--- src/rtl/hpdmc_pkg.sv ---
// hpdmc_pkg: shared state encoding, default DDR data-phase timing and counter sizing
// for the HPDMC data-path control blocks.
package hpdmc_pkg;

  typedef enum logic [2:0] {
    IDLE,
    WR,
    RD,
    WTR,
    RTW
  } state_e;

  localparam int unsigned DEF_CL   = 2;
  localparam int unsigned DEF_BL   = 4;
  localparam int unsigned DEF_TWTR = 2;
  localparam int unsigned DEF_TRTW = 2;
  localparam int unsigned DEF_TWR  = 2;

  // Bits needed to hold the largest of the supplied timing values.
  function automatic int unsigned cnt_width(input int unsigned a, input int unsigned b,
                                            input int unsigned c, input int unsigned d,
                                            input int unsigned e);
    int unsigned m;
    m = a;
    if (b > m) m = b;
    if (c > m) m = c;
    if (d > m) m = d;
    if (e > m) m = e;
    return (m < 1) ? 1 : $clog2(m + 1);
  endfunction

  localparam int unsigned CNT_W = cnt_width(DEF_CL, DEF_BL, DEF_TWTR, DEF_TRTW, DEF_TWR);

endpackage

--- src/rtl/hpdmc_datactl_if.sv ---
// hpdmc_datactl_if: scheduler/IO-facing command and data-window signals of hpdmc_datactl.
interface hpdmc_datactl_if;
  logic read;
  logic write;
  logic read_safe;
  logic write_safe;
  logic precharge_safe;
  logic op_read;
  logic op_write;
  logic burst_done;
  logic protocol_err;

  modport master (
    output read, write,
    input  read_safe, write_safe, precharge_safe,
    input  op_read, op_write, burst_done, protocol_err
  );

  modport slave (
    input  read, write,
    output read_safe, write_safe, precharge_safe,
    output op_read, op_write, burst_done, protocol_err
  );
endinterface

--- src/rtl/hpdmc_dly_cnt.sv ---
// hpdmc_dly_cnt: loadable down-counter that saturates at zero, with a zero flag.
module hpdmc_dly_cnt #(
  parameter int unsigned W = 3
) (
  input  logic         clk,
  input  logic         rst,
  input  logic         load,
  input  logic [W-1:0] value,
  output logic [W-1:0] cnt,
  output logic         zero
);

  always_ff @(posedge clk or posedge rst) begin
    if (rst)              cnt <= '0;
    else if (load)        cnt <= value;
    else if (cnt != '0)   cnt <= cnt - 1'b1;
  end

  assign zero = (cnt == '0);

endmodule

--- src/rtl/hpdmc_datactl.sv ---
// hpdmc_datactl: turns accepted read/write column commands into op_read/op_write windows
// and gates the scheduler. Define HPDMC_DATACTL_CHECK_EN to include the protocol checker.
module hpdmc_datactl
  import hpdmc_pkg::*;
#(
  parameter int unsigned CL   = DEF_CL,
  parameter int unsigned BL   = DEF_BL,
  parameter int unsigned TWTR = DEF_TWTR,
  parameter int unsigned TRTW = DEF_TRTW,
  parameter int unsigned TWR  = DEF_TWR
) (
  input  logic           clk,
  input  logic           rst,
  hpdmc_datactl_if.slave bus
);

  localparam int unsigned   W   = cnt_width(CL, BL, TWTR, TRTW, TWR);
  localparam int unsigned   DLY = CL - 1;
  localparam logic [W-1:0]  ONE = W'(1);

  state_e         state, state_n;
  logic           read_safe, write_safe, precharge_safe;
  logic           rd_acc, wr_acc, rd_launch, wr_end, rd_end;
  logic [DLY-1:0] rd_pipe;
  logic [W-1:0]   wr_cnt, rd_cnt, ta_cnt, rec_cnt, iss_cnt, ta_value;
  logic           wr_zero, rd_zero, ta_zero, rec_zero, iss_zero;
  logic           unused_cnt;

  assign rd_acc    = bus.read & read_safe;
  assign wr_acc    = bus.write & write_safe & ~bus.read;
  assign rd_launch = rd_pipe[DLY-1];

  // A window only ends if nothing chains onto it; for reads a burst still in the
  // delay line also keeps the machine in RD.
  assign wr_end   = (wr_cnt == ONE) & ~wr_acc;
  assign rd_end   = (rd_cnt == ONE) & ~rd_acc & (rd_pipe == '0);
  assign ta_value = wr_end ? W'(TWTR) : W'(TRTW);

  always_ff @(posedge clk or posedge rst) begin
    if (rst) rd_pipe <= '0;
    else     rd_pipe <= DLY'({rd_pipe, rd_acc});
  end

  hpdmc_dly_cnt #(.W(W)) u_wr_win (
    .clk(clk), .rst(rst), .load(wr_acc), .value(W'(BL)), .cnt(wr_cnt), .zero(wr_zero)
  );

  hpdmc_dly_cnt #(.W(W)) u_rd_win (
    .clk(clk), .rst(rst), .load(rd_launch), .value(W'(BL)), .cnt(rd_cnt), .zero(rd_zero)
  );

  // Tracks the newest read from issue, so the burst still in the delay line has its own count.
  hpdmc_dly_cnt #(.W(W)) u_rd_iss (
    .clk(clk), .rst(rst), .load(rd_acc), .value(W'(BL - 1)), .cnt(iss_cnt), .zero(iss_zero)
  );

  hpdmc_dly_cnt #(.W(W)) u_turn (
    .clk(clk), .rst(rst), .load(wr_end | rd_end), .value(ta_value), .cnt(ta_cnt), .zero(ta_zero)
  );

  hpdmc_dly_cnt #(.W(W)) u_rec (
    .clk(clk), .rst(rst), .load(wr_end), .value(W'(TWR)), .cnt(rec_cnt), .zero(rec_zero)
  );

  assign unused_cnt = ^{rec_cnt, iss_cnt};

  always_ff @(posedge clk or posedge rst) begin
    if (rst) state <= IDLE;
    else     state <= state_n;
  end

  always_comb begin
    state_n = state;
    unique case (state)
      IDLE: begin
        if (rd_acc)      state_n = RD;
        else if (wr_acc) state_n = WR;
      end
      WR:  if (wr_end) state_n = (TWTR == 0) ? IDLE : WTR;
      RD:  if (rd_end) state_n = (TRTW == 0) ? IDLE : RTW;
      WTR: begin
        if (wr_acc)                          state_n = WR;
        else if (ta_zero || ta_cnt == ONE)   state_n = IDLE;
      end
      RTW: begin
        if (rd_acc)                          state_n = RD;
        else if (ta_zero || ta_cnt == ONE)   state_n = IDLE;
      end
      default: state_n = IDLE;
    endcase
  end

  always_comb begin
    read_safe      = 1'b1;
    write_safe     = 1'b1;
    precharge_safe = rec_zero;
    unique case (state)
      WR: begin
        read_safe      = 1'b0;
        write_safe     = wr_zero | (wr_cnt == ONE);
        precharge_safe = 1'b0;
      end
      RD: begin
        read_safe      = iss_zero;
        write_safe     = 1'b0;
        precharge_safe = rec_zero & iss_zero;
      end
      WTR: begin
        read_safe      = 1'b0;
        precharge_safe = 1'b0;
      end
      RTW:     write_safe = 1'b0;
      default: ;
    endcase
  end

  assign bus.read_safe      = read_safe;
  assign bus.write_safe     = write_safe;
  assign bus.precharge_safe = precharge_safe;
  assign bus.op_write       = ~wr_zero;
  assign bus.op_read        = ~rd_zero;
  assign bus.burst_done     = (wr_cnt == ONE) | (rd_cnt == ONE);

`ifdef HPDMC_DATACTL_CHECK_EN
  logic err_q, viol_both, viol_rd, viol_wr;

  assign viol_both = bus.read & bus.write;
  assign viol_rd   = bus.read & ~read_safe;
  assign viol_wr   = bus.write & ~bus.read & ~write_safe;

  always_ff @(posedge clk or posedge rst) begin
    if (rst)                                err_q <= 1'b0;
    else if (viol_both | viol_rd | viol_wr) err_q <= 1'b1;
  end

  assign bus.protocol_err = err_q;

`ifndef SYNTHESIS
  longint unsigned cyc;

  always_ff @(posedge clk or posedge rst) begin
    if (rst) cyc <= '0;
    else begin
      cyc <= cyc + 1;
      if (viol_both) $display("hpdmc_datactl: protocol violation at cycle %0d: read and write together", cyc);
      if (viol_rd)   $display("hpdmc_datactl: protocol violation at cycle %0d: read while read_safe low", cyc);
      if (viol_wr)   $display("hpdmc_datactl: protocol violation at cycle %0d: write while write_safe low", cyc);
    end
  end
`endif
`else
  assign bus.protocol_err = 1'b0;
`endif

endmodule
--- src/flat_wrapper.sv ---
// flat-port wrapper written by rule: the top's interface ports become plain ports
module hpdmc_datactl_flat import hpdmc_pkg::*;
#(
  parameter int unsigned CL   = DEF_CL,
  parameter int unsigned BL   = DEF_BL,
  parameter int unsigned TWTR = DEF_TWTR,
  parameter int unsigned TRTW = DEF_TRTW,
  parameter int unsigned TWR  = DEF_TWR
)
  (clk, rst, bus_read, bus_write, bus_read_safe, bus_write_safe, bus_precharge_safe, bus_op_read, bus_op_write, bus_burst_done, bus_protocol_err);
  hpdmc_datactl_if bus_i ();
  input  logic clk;
  input  logic rst;
  input wire logic [$bits(bus_i.read)-1:0] bus_read;
  input wire logic [$bits(bus_i.write)-1:0] bus_write;
  output wire logic [$bits(bus_i.read_safe)-1:0] bus_read_safe;
  output wire logic [$bits(bus_i.write_safe)-1:0] bus_write_safe;
  output wire logic [$bits(bus_i.precharge_safe)-1:0] bus_precharge_safe;
  output wire logic [$bits(bus_i.op_read)-1:0] bus_op_read;
  output wire logic [$bits(bus_i.op_write)-1:0] bus_op_write;
  output wire logic [$bits(bus_i.burst_done)-1:0] bus_burst_done;
  output wire logic [$bits(bus_i.protocol_err)-1:0] bus_protocol_err;
  assign bus_i.read = bus_read;
  assign bus_i.write = bus_write;
  assign bus_read_safe = bus_i.read_safe;
  assign bus_write_safe = bus_i.write_safe;
  assign bus_precharge_safe = bus_i.precharge_safe;
  assign bus_op_read = bus_i.op_read;
  assign bus_op_write = bus_i.op_write;
  assign bus_burst_done = bus_i.burst_done;
  assign bus_protocol_err = bus_i.protocol_err;
  hpdmc_datactl #(.CL(CL), .BL(BL), .TWTR(TWTR), .TRTW(TRTW), .TWR(TWR)) u_core (.clk(clk), .rst(rst), .bus(bus_i));
endmodule
--- config.mk ---
export PLATFORM = sky130hd
export DESIGN_NAME = hpdmc_datactl_flat
export DESIGN_NICKNAME = d
export VERILOG_FILES = /design/src/rtl/hpdmc_pkg.sv /design/src/rtl/hpdmc_datactl_if.sv /design/src/rtl/hpdmc_dly_cnt.sv /design/src/rtl/hpdmc_datactl.sv /design/src/flat_wrapper.sv
export SDC_FILE = /design/constraint.sdc
export NUM_CORES = 1
export LEC_CHECK = 0
export ABC_CLOCK_PERIOD_IN_PS = 1700
export CAP_MARGIN = 30
export CORE_MARGIN = 2
export CORE_UTILIZATION = 51
export DETAILED_ROUTE_END_ITERATION = 10
export PLACE_DENSITY = 0.78
export SKIP_CTS_REPAIR_TIMING = 1
export SLEW_MARGIN = 20
export SYNTH_ARGS = -nofsm -noshare
export SYNTH_HDL_FRONTEND = slang
export SYNTH_SLANG_ARGS = --single-unit
--- constraint.sdc ---
create_clock -name clk -period 1.7 [get_ports clk]
set_input_delay 0.255 -clock clk [delete_from_list [all_inputs] [get_ports clk]]
set_output_delay 0.255 -clock clk [all_outputs]
set_load 0.1 [all_outputs]
==> metrics.md <==
| Metric | Value |
|---|---|
| Core area | `2250 um2` |
| Fin nets | `173` |
| Sequential fraction of the synthesis area | `38.4%` |
| Die Span X | `53.3 um` |
| Cells after Synth | `134` |
| RSZ-0062 raised after global routing | `true` |
| GR Overflow Total | `0` |
| Worst Path Arrival | `2.15 ns` |
| First-pass DRT Iterations | `4` |
| DR iter-0 viols | `16` |
| Routed Antenna Nets | `0` |
| Initial Util | `between 50% and 60%` |
| Syn_nets | `approximately 150` |
| Fin crit share | `113%` |
| Worst r2r path cells | `9` |
| Worst EP required | `1.94 ns` |
| Clock buffer depth | `2` |
| Failing checks | `setup timing` |
| Startpoint class of the critical path | `flip-flop` |
| Synth-to-Final Area Change | `32.4%` |
| Crit Reg-Reg Startpoint | `u_core.u_rd_iss.cnt[0]` |
| Clock slew at reported path FFs | `0.11 ns` |
| DRC errors left | `0` |
| Inserted Clock Buffers | `3` |
| Via count | `960` |
| Final Cell Area | `around 1600 um2` |
| Placer Congestion | `0.781` |
| Initial antenna violation count | `0` |
| Endpoints failing hold | `0` |
| Number of global-route vias before repair | `907` |
| Clock sinks | `19` |
| Die ar. | `2840 um2` |
| Total GRT Usage | `18.5%` |
| Antenna Cells | `0` |
| Fillers | `170` |
| Via-to-Cell Ratio | `approximately 5.2` |
| Number of synthesized flops with an enable pin | `0` |
| Syn_area_per_cell | `between 9 and 10 um2` |
| Total Neg Setup Slack | `-1.41 ns` |
| Synth warn | `0` |
| Crit-path cells | `inv_1, ha_2, ha_4, buf_4, buf_6, or3b_4, a31oi_4, a211oi_1, nor3_2` |
| Largest net degree at the start of global routing | `20` |
| Fmax | `between 500 and 600 MHz` |
| Asr flop ratio synth | `100%` |
| Critical path class | `reg2reg` |
| CTS Root Cell | `clkbuf_4` |
| Port Buffers | `9` |
| IO Pins | `11` |
| Clock Skew | `0.00284 ns` |
| Period minus WS final | `around 1.9 ns` |
| Slowest CP cell | `dfrtp_1` |
| Final setup violation count | `8` |
| Die height | `around 53 um` |
| Post-DR wirelength/cell | `around 13 um` |
| Layout cells sized above 1 | `31.0%` |
| Synth Register Bits | `19` |
| Count of different cell masters after synthesis | `33` |
| Clock latency on the worst-skew pair | `0.31 ns` |
| R2R setup slack | `-0.22 ns` |
| Placement Setup Slack | `0.0173 ns` |
| Placed Area | `between 1000 and 1500 um2` |
| Hold Crit Class | `in2async` |
| Final WS setup | `-0.217 ns` |
| CTS tree | `done` |
| Max-capacitance violation count | `0` |
| RR Endpoint | `u_core.state[0]` |
| Max stage delay on crit path | `0.38 ns` |
| Synth Flop Type | `dfrtp_1` |
| Worst Path Max Fanout | `5` |
| H-tree Lvls | `1` |
| Crit end category | `flip-flop` |
| Slew Viols, Final | `0` |
| DRT Wirelength | `2370 um` |
| Global-route wire length before repair | `3740 um` |
| Cell Area, Synth | `1240 um2` |
| Std-Cell Rows | `17` |
| Status | `complete, but fails checks` |
| Hpwl dp | `between 1500 and 2000 um` |
## cell type report
class	count	area, um2	share of cell area [%]
Multi-Input combinational cell	93	782	47.7
Inverter	17	63.8	3.90
Clock inverter	1	5.00	0.306
Timing Repair Buffer	22	251	15.4
Clock buffer	3	22.5	1.38
Sequential cell	19	478	29.2
Tap cell	28	35.0	2.14
## metal layers
metal  wire length, um  up-vias  GRT usage (%)
li1                  -      477              -
met1              1040      458           21.1
met2              1190       19           31.9
met3               109        6           6.21
met4                35        0           6.41
met5                 0        -              0
## cells by family after synthesis
group	share of synthesized area [%]
compound gates	14.0
xor+xnor	4.25
fa+ha+maj	13.1
buf+inv	7.89
flops	38.4
mux	3.34
other cells	0.303
simple gates	18.7
## cell usage in the layout, fill, tap and decap left out, types with 4 or more instances in the layout
cell type | synthesis | layout
ha_1 | 13 | 9
nor2_1 | 15 | 15
buf_12 | 0 | 6
xnor2_1 | 5 | 4
nand2_1 | 7 | 7
inv_1 | 17 | 14
buf_4 | 1 | 12
a21oi_1 | 7 | 7
dfrtp_1 | 19 | 17
nand2b_1 | 8 | 6
## state kept, by name (all words and copies together), names as in the netlist
name                 count
u_core.u_turn.cnt        3
u_core.u_rec.cnt         3
u_core.u_rd_iss.cnt      3
u_core.u_wr_win.cnt      3
u_core.u_rd_win.cnt      3
u_core.rd_launch         1
u_core.state             3
## cells in the mapped netlist (2+ instances only)
cell type,instances,area [um2]
inv_1,17,63.8
nor2b_1,5,31.3
mux2i_1,3,30.0
o21bai_1,3,22.5
xnor2_1,5,43.8
dfrtp_1,19,475
buf_2,3,15.0
nor2_1,15,56.3
nand2b_1,8,50.1
o21ai_0,4,20.0
ha_1,13,163
a2bb2oi_1,3,26.3
nand2_1,7,26.3
a21oi_1,7,35.0
a211oi_1,2,15.0
or3b_1,3,26.3
## worst max-delay path: cells and delay by family (launching register included)
kind,cells,cell delay [ns]
AND/OR/NAND/NOR,2,0.52
flip-flops,1,0.38
adder cells (fa/ha/maj),2,0.37
buffers and inverters,3,0.29
AO/OA/AOI/OAI,2,0.28
## worst max-delay path by stage
| stage | from | endpoint | slack, ns | cells after the start |
|---|---|---|---|---|
| 2_1_floorplan | u_core.u_rd_iss.cnt[0] | bus_precharge_safe | -0.58 | 6 |
| 3_3_place_gp | u_core.u_rd_iss.cnt[0] | u_core.state[0] | 0.07 | 7 |
| 3_5_place_dp | u_core.u_rd_iss.cnt[0] | u_core.state[0] | 0.02 | 7 |
| 4_1_cts | u_core.u_rd_iss.cnt[0] | bus_precharge_safe | -0.28 | 7 |
| 5_1_grt | u_core.u_rd_iss.cnt[0] | u_core.state[0] | -0.30 | 9 |
| 6_report | u_core.u_rd_iss.cnt[0] | u_core.state[0] | -0.22 | 9 |
## through the flow
stage	std cells	hold WS, ns	utilization [%]
detailed placement	172	0.484	66.0
finish	183	0.246	72.6
global placement	172	0.487	66.0
global route	183	0.287	72.6
CTS	176	0.255	67.2
floorplan	134	0.206	-
Power is not shown: default switching activity piles up to over one toggle a cycle in this logic, so the estimate is an artifact.
